$ cat config.mk
export PLATFORM = sky130hd
export DESIGN_NAME = mux_arb_n_to_1
export DESIGN_NICKNAME = d
export VERILOG_FILES = /design/src/rtl/mux_arb_n_to_1.sv
export SDC_FILE = /design/constraint.sdc
export NUM_CORES = 1
export LEC_CHECK = 0
export ABC_AREA = 1
export BUFFER_PORTS_ARGS = -buffer_cell sky130_fd_sc_hd__buf_2
export CAP_MARGIN = 25
export CORE_AREA = 4 4 120 122
export DETAILED_ROUTE_END_ITERATION = 16
export DIE_AREA = 0 0 124 126
export PLACE_DENSITY_LB_ADDON = 0.1
export SYNTH_ARGS = -nofsm -noshare
export SYNTH_HDL_FRONTEND = slang
export SYNTH_SLANG_ARGS = --single-unit
$ cat constraint.sdc
create_clock -name clk -period 6 [get_ports clk]
set_input_delay 0.3 -clock clk [delete_from_list [all_inputs] [get_ports clk]]
set_output_delay 0.3 -clock clk [all_outputs]
set_load 0.05 [all_outputs]
$ cat src/rtl/mux_arb_n_to_1.sv
// Registered N:1 selector (fixed-select or round-robin); out is valid the cycle after an input transfer.
// Single-entry output register reloads as it drains; every in_ready is low while the held word is stalled.
module mux_arb_n_to_1 #(
   parameter int WIDTH = 16,
   parameter int N     = 16,
   parameter int SEL_W = 4
) (
   input  logic               clk,
   input  logic               rst,
   input  logic [N*WIDTH-1:0] In,
   input  logic [N-1:0]       in_valid,
   output logic [N-1:0]       in_ready,
   input  logic               mode,
   input  logic [SEL_W-1:0]   S,
   output logic [WIDTH-1:0]   out,
   output logic               out_valid,
   input  logic               out_ready,
   output logic [SEL_W-1:0]   out_src
);

   logic [WIDTH-1:0] r_out;
   logic             r_out_valid;
   logic [SEL_W-1:0] r_src;
   logic [SEL_W-1:0] r_ptr;

   logic             w_can_load;
   logic             w_xfer;
   logic             w_fix_vld;
   logic [SEL_W-1:0] w_fix;
   logic             w_hi_vld;
   logic [SEL_W-1:0] w_hi;
   logic             w_lo_vld;
   logic [SEL_W-1:0] w_lo;
   logic             w_grant_vld;
   logic [SEL_W-1:0] w_grant;
   logic [SEL_W-1:0] w_ptr_nxt;
   logic [WIDTH-1:0] w_data;

   // Round-robin: lowest requester at or above ptr, else lowest requester overall.
   always_comb begin
      w_fix_vld = 1'b0;
      w_fix     = '0;
      w_hi_vld  = 1'b0;
      w_hi      = '0;
      w_lo_vld  = 1'b0;
      w_lo      = '0;
      for (int k = N - 1; k >= 0; k--) begin
         if (in_valid[k]) begin
            w_lo_vld = 1'b1;
            w_lo     = SEL_W'(k);
            if (SEL_W'(k) >= r_ptr) begin
               w_hi_vld = 1'b1;
               w_hi     = SEL_W'(k);
            end
         end
         if (in_valid[k] && (S == SEL_W'(k))) begin
            w_fix_vld = 1'b1;
            w_fix     = SEL_W'(k);
         end
      end
      w_grant_vld = mode ? w_lo_vld : w_fix_vld;
      w_grant     = mode ? (w_hi_vld ? w_hi : w_lo) : w_fix;
   end

   assign w_can_load = !r_out_valid || out_ready;
   assign w_xfer     = !rst && w_can_load && w_grant_vld;
   assign w_ptr_nxt  = (w_grant == SEL_W'(N - 1)) ? '0 : w_grant + 1'b1;

   always_comb begin
      in_ready = '0;
      w_data   = '0;
      for (int k = 0; k < N; k++) begin
         if (w_grant == SEL_W'(k)) begin
            in_ready[k] = w_xfer;
            w_data      = In[k*WIDTH +: WIDTH];
         end
      end
   end

   always_ff @(posedge clk) begin
      if (rst) begin
         r_out       <= '0;
         r_out_valid <= 1'b0;
         r_src       <= '0;
         r_ptr       <= '0;
      end else if (w_xfer) begin
         r_out       <= w_data;
         r_src       <= w_grant;
         r_out_valid <= 1'b1;
         if (mode) r_ptr <= w_ptr_nxt;
      end else if (r_out_valid && out_ready) begin
         r_out_valid <= 1'b0;
      end
   end

   assign out       = r_out;
   assign out_valid = r_out_valid;
   assign out_src   = r_src;

endmodule

# Yosys cells after proc, flatten, opt, wreduce, memory -nomap -nowiden
# Cells that the tools add are included.
[totals]
reg_bits = 25
out_inout_bits = 37
word_cells = 243
[classes]
addsub = 1
n_lt_le_gt_ge = 16
n_eq_ne = 30
n_mux = 166
n_reduce_logical = 26
[ops]
columns = ["operator", "count"]
rows = [
  ["4-bit two-way mux", 67],
  ["16-bit two-way mux", 16],
  ["1-bit two-way mux", 83],
  ["4-bit == test (second input constant)", 16],
  ["4-bit by 3-bit == test with 1-bit output (second input constant)", 8],
  ["4-bit >= comparator (first input constant)", 8],
  ["1-bit logical AND", 19],
  ["4-bit by 2-bit == test with 1-bit output (second input constant)", 4],
  ["3-bit by 4-bit >= comparator with 1-bit output (first input constant)", 4],
  ["4-bit by 1-bit == test with 1-bit output (second input constant)", 2],
  ["1-bit by 4-bit >= comparator with 1-bit output (first input constant)", 2],
  ["2-bit by 4-bit >= comparator with 1-bit output (first input constant)", 2],
  ["4-bit zero test", 2],
  ["4-bit by 1-bit adder with 4-bit output (second input constant)", 1],
  ["1-bit zero test", 2],
  ["2-bit AND reduction", 1],
  ["2-bit nonzero test", 1],
  ["1-bit logical OR", 1],
]

# Logic depth before layout (Yosys ltp)
[logic_depth]
ltp_word = 52
ltp_mapped = 37

# Worst setup path before layout
# No wires, ideal clock.
[synth_timing]
path_kind = "register to output"
startpoint = "register r_ptr[1]"
endpoint = "output port in_ready[14]"
arrival_time_ps = 3467
required_time_ps = 5700
path_slack_ps = 2233
path_stages_with_launch = 23
path_buffers = 4
cell_sequence = "dfxtp_1 -> buf_2 -> nand2_1 -> o21ai_1 -> nand2_1 -> nand2_1 -> a21boi_0 -> o21ai_0 -> o211ai_1 -> nand3_1 -> o21ai_0 -> nand2_1 -> nand2_1 -> a31oi_1 -> o21ai_0 -> and2_1 -> inv_1 -> ha_1 -> clkbuf_1 -> clkbuf_1 -> nand2_1 -> clkbuf_1 -> nor2_1"
[synth_via]
elab_chain_cells = 37
word_cells_on_any_way = 84
classes_between = "16 x order compare; 1 x eq/ne; 67 x mux"
[synth_lines]
columns = ["item", "line", "source"]
rows = [
  ["start, declared", "24", "logic [SEL_W-1:0] r_ptr;"],
  ["start signal, assigned", "90", "if (mode) r_ptr <= w_ptr_nxt;"],
  ["4-bit >= comparator", "51", "if (SEL_W'(k) >= r_ptr) begin"],
  ["4-bit two-way mux / 1-bit two-way mux (equally long branches)", "51", ""],
  ["4-bit two-way mux / 1-bit two-way mux (equally long branches)", "48", "if (in_valid[k]) begin"],
  ["4-bit two-way mux / 1-bit two-way mux (equally long branches)", "51", ""],
  ["4-bit two-way mux / 1-bit two-way mux (equally long branches)", "48", ""],
  ["4-bit two-way mux / 1-bit two-way mux (equally long branches)", "51", ""],
  ["4-bit two-way mux / 1-bit two-way mux (equally long branches)", "48", ""],
  ["4-bit two-way mux / 1-bit two-way mux (equally long branches)", "51", ""],
  ["(+21 left out)", "n/a", ""],
  ["4-bit two-way mux / 1-bit two-way mux (equally long branches)", "51", ""],
  ["4-bit two-way mux / 1-bit two-way mux (equally long branches)", "48", ""],
  ["4-bit two-way mux / 1-bit two-way mux (equally long branches)", "51", ""],
  ["4-bit two-way mux / 1-bit two-way mux (equally long branches)", "48", ""],
  ["4-bit two-way mux * (2 in series)", "62", "w_grant = mode ? (w_hi_vld ? w_hi : w_lo) : w_fix;"],
  ["net w_grant[0]", "35", "logic [SEL_W-1:0] w_grant;"],
  ["4-bit == test *", "73", "if (w_grant == SEL_W'(k)) begin"],
  ["1-bit two-way mux *", "73", ""],
  ["end, declared", "12", "output logic [N-1:0] in_ready,"],
]
# Mark *: on every way through the listed nets, which the timed path passes. The rest lies on a longest branch.

# Worst setup path in the final report
[layout_timing]
startpoint = "register r_ptr[3]"
endpoint = "register r_out[2], in the netlist out[2]"
[layout_via]
elab_chain_cells = 52
word_cells_on_any_way = 114
classes_between = "16 x order compare; 15 x eq/ne; 82 x mux; 1 x reduce/logical"
[layout_lines]
columns = ["item", "line", "source"]
rows = [
  ["4-bit >= comparator", "51", ""],
  ["4-bit two-way mux / 1-bit two-way mux (equally long branches)", "51", ""],
  ["4-bit two-way mux / 1-bit two-way mux (equally long branches)", "48", ""],
  ["4-bit two-way mux / 1-bit two-way mux (equally long branches)", "51", ""],
  ["4-bit two-way mux / 1-bit two-way mux (equally long branches)", "48", ""],
  ["4-bit two-way mux / 1-bit two-way mux (equally long branches)", "51", ""],
  ["4-bit two-way mux / 1-bit two-way mux (equally long branches)", "48", ""],
  ["4-bit two-way mux / 1-bit two-way mux (equally long branches)", "51", ""],
  ["(+22 left out)", "n/a", ""],
  ["4-bit two-way mux / 1-bit two-way mux (equally long branches)", "48", ""],
  ["4-bit two-way mux / 1-bit two-way mux (equally long branches)", "51", ""],
  ["4-bit two-way mux / 1-bit two-way mux (equally long branches)", "48", ""],
  ["4-bit two-way mux * (2 in series)", "62", ""],
  ["net w_grant[0]", "35", ""],
  ["4-bit zero test", "73", ""],
  ["16-bit two-way mux (15 in series)", "73", ""],
  ["16-bit two-way mux *", "73", ""],
  ["end signal, assigned", "87", "r_out <= w_data;"],
  ["end, declared", "21", "logic [WIDTH-1:0] r_out;"],
]
# Marks and branches as above.
# A chain may end at the register's enable or synchronous reset.

==> results.md <==
* Maximum ir drop on the vdd rail at 0.1944 mV
* Least-Margin Pin Slew at 1.055 ns
* PwrDens at 157.8 nW/um2
* Vertical extent of the die at 126 um
* Clock Power Share at 0.148
* Core Box Area at 13,190 um2
* Period utilization at 0.8383
* Routed Wire Length at 23,180 um
* Wire length of the first global-routing pass at 34,360 um
* 1st-iter DRT viols at 498
* # clock sinks at 25
* Worst Hold Class: in -> reg
* Cell type with the highest aggregate area in the netlist: nand2_1
* Number of synthesized flops with an enable pin at 0
* Proportion of register bits with asynchronous set or reset after synthesis at 0
* Sw frac at 0.5134
* Area of the multi-input gates at 3635 um2
* Maximum number of pins on one net before global-route repair at 35
* Setup crit start: r_ptr[3]
* Final critical-path required period at 5.030 ns
* Startpoint of the worst hold path: out_ready
* Relative max-transition margin at 0.2948
* Clock tree buffer depth at 2
* Seq/Total Area, Yosys at 0.1010
* Post-route DRC violation count at 0
* Sequential standard cell area at 500.5 um2
* Final net count at 1,593
* Arrival time of the worst setup path at 5.16 ns
* Critical R2R Launch: r_ptr[3]
* CP max-delay cell: nand2_1
* Critical path destination: out[2]
* Commonest cells in the synthesized netlist: 389 x nand2_1, 145 x inv_1, 101 x nor2_1
* Run status: complete, no violations
* Crit Path Max Fanout at 33
* Placed cell count at 1,480
* Unique cell type count in the Yosys netlist at 37
* Syn avg cell area at 4.793 um2
* Routed Antenna Nets at 0
* Count of hold buffers inserted by post-cts repair at 0
* Final max-slew violation count at 0
* Gate power share at 0.665
* Critical path class: reg -> reg
* Global placer's final weighted congestion at 0.9197
* Fraction of layout instances using a drive strength above 1 at 0.2722
* Post-detailed-route via-to-cell ratio at 4.912
* Pleak at 3.968 nW
* Maximum clock skew at final layout at 0.009091 ns
* Post-synthesis cell area at 4956 um2
* Htree depth at 1
* PostCTS Resize Cnt at 0
* Final cell count without fillers at 1,484
* Crit Reg-Reg Endpoint: out[2]
* Total routing usage reported by global routing at 0.2752
* Detailed placement HPWL at 19,030 um
* Number of filler cells placed in the layout at 1,529
* Count of antenna diodes in the layout at 0
* Critical path's most frequent cell: nand2_1
* CTS tree: done
* Setup Total Neg Slack at 0 ns
* Total of max-cap violations at 0
* CP peak stage delay at 0.76 ns
* Register-to-Register Setup Slack at 0.97 ns
* Wire length per cell after detailed routing at 15.62 um
* Reported net switching power at 0.0005386 W
* Port-buffer cells at 316
* Internal at 0.0005104 W
* Timing-limited maximum frequency at 198.8 MHz
* Sum of overflow across all layers after global routing at 0
* Layout-stage area growth over the synthesis result at 34.13%
* Critical path startpoint category: flop
* Total number of vias at 7,289
* Register bit count reported by yosys at 25
* Die Span X at 124 um
* Number of hold violations in the final report at 0
* Total Die Area at 15,620 um2
* Total I/O pin count at 317
* Initial antenna violation count at 0
* Dominant cell by count in the synthesized netlist: nand2_1
* Clock root buffer: clkbuf_16
* Number of global-route vias before repair at 6,653
* Total of warnings raised by yosys at 0
* Tot Pwr at 0.001049 W
* CTS clk-pin slew, worst paths at 0.07 ns
* First drt pass iteration count at 5
* Post-Synthesis Net Count at 1,318
* Number of buffers added by the clock tree synthesis step at 3
* Initial Util at 0.3757
* Insertion delay of the later-clocked pin in the worst-skew pair at 0.27 ns
* Portion of synthesized cell area occupied by the leading cell type at 0.2946
* Dominant register cell in the synthesized netlist: dfxtp_1
* RSZ-0062 raised after global routing: false
* Syn Inst Count at 1,034
* Row cnt at 42
* Reg2reg path depth at 33
* Final setup violation count at 0
* Endpoint class of the critical path: flop
* Register share of total power at 0.187
* Most area-consuming cells after synthesis: nand2_1 29%, inv_1 11%, dfxtp_1 10%, nand3_1 9.4%, nor2_1 7.6%
* Count of buffers added by post-CTS timing repair for setup at 0
* Required time at the endpoint of the critical path at 6.13 ns
## worst min-delay path by stage
stage / to / cells after the start
final: out_valid / 4
after global routing: out_valid / 4
after CTS: out_valid / 4
after detailed placement: out[14] / 2
after global placement: out[10] / 2
after floorplan: out_valid / 3
## routing by layer
| metal | up-vias | GRT usage | part of all wire |
|---|---|---|---|
| li1 | 3787 | - | - |
| met1 | 3187 | 0.3571 | 0.41 |
| met2 | 277 | 0.4763 | 0.48 |
| met3 | 38 | 0.04439 | 0.087 |
| met4 | 0 | 0.05992 | 0.023 |
| met5 | - | 0 | 0 |
## placed cells by master, fill, tap and decap left out, types with 6 or more instances in the layout
cell / count
nor2_2: 6
buf_4: 7
nor2_1: 99
or2_0: 7
nand2_1: 389
inv_1: 145
nand3_1: 92
nor3_1: 11
o21ai_0: 68
dfxtp_1: 25
buf_2: 316
a21oi_1: 54
o21ai_1: 10
nand4_1: 24
nand3b_1: 10
## registers in the layout, indices dropped and copies added, names as in the netlist
signal	count
r_ptr	4
out	16
out_src	4
out_valid	1
## power by group through the flow
stage,Sequential [W],Clock [W],Combinational [W]
after CTS,0.000196,0.000160,0.000695
after floorplan,0.000255,0,0.000391
final,0.000196,0.000155,0.000697
after global placement,0.000200,0,0.000694
after global routing,0.000199,0.000165,0.000778
after detailed placement,0.000200,0,0.000693
## final cells by class
type,count,area share
Multi-Input combinational cell,804,0.5468
Timing Repair Buffer,323,0.2458
Inverter,152,0.08658
Sequential cell,25,0.07529
Tap cell,176,0.03313
Clock buffer,3,0.01129
Clock inverter,1,0.001129
## cells by family (layout without fill, tap and decap cells)
group                      count (synthesis)  count (layout)  synth area share
and+or+nand+nor                          656             656            0.5706
buffers and inverters                    205             479            0.1676
adders and majority gates                  4               4           0.01010
AOI/OAI and AO/OA                        144             144            0.1507
DFF                                       25              25            0.1010
## per-stage QoR
stage	hold slack [ns]	area [um2]	utilization	setup WS, ns
after floorplan	0.4730	4956	-	2.233
after global placement	0.4505	6565	0.4977	1.113
after detailed placement	0.4552	6565	0.4977	1.073
after CTS	0.2817	6648	0.5040	1.068
after global routing	0.3183	6648	0.5040	0.2933
final	0.2871	6648	0.5040	0.9699
## critical path, delay by kind of cell, from the launching register on
family,cells,cell delay (ns)
adders and majority gates,1,0.52
and+or+nand+nor,22,2.70
buffers and inverters,2,0.20
AOI/OAI and AO/OA,8,0.96
DFF,1,0.49
(Power assumes the default switching activity.)
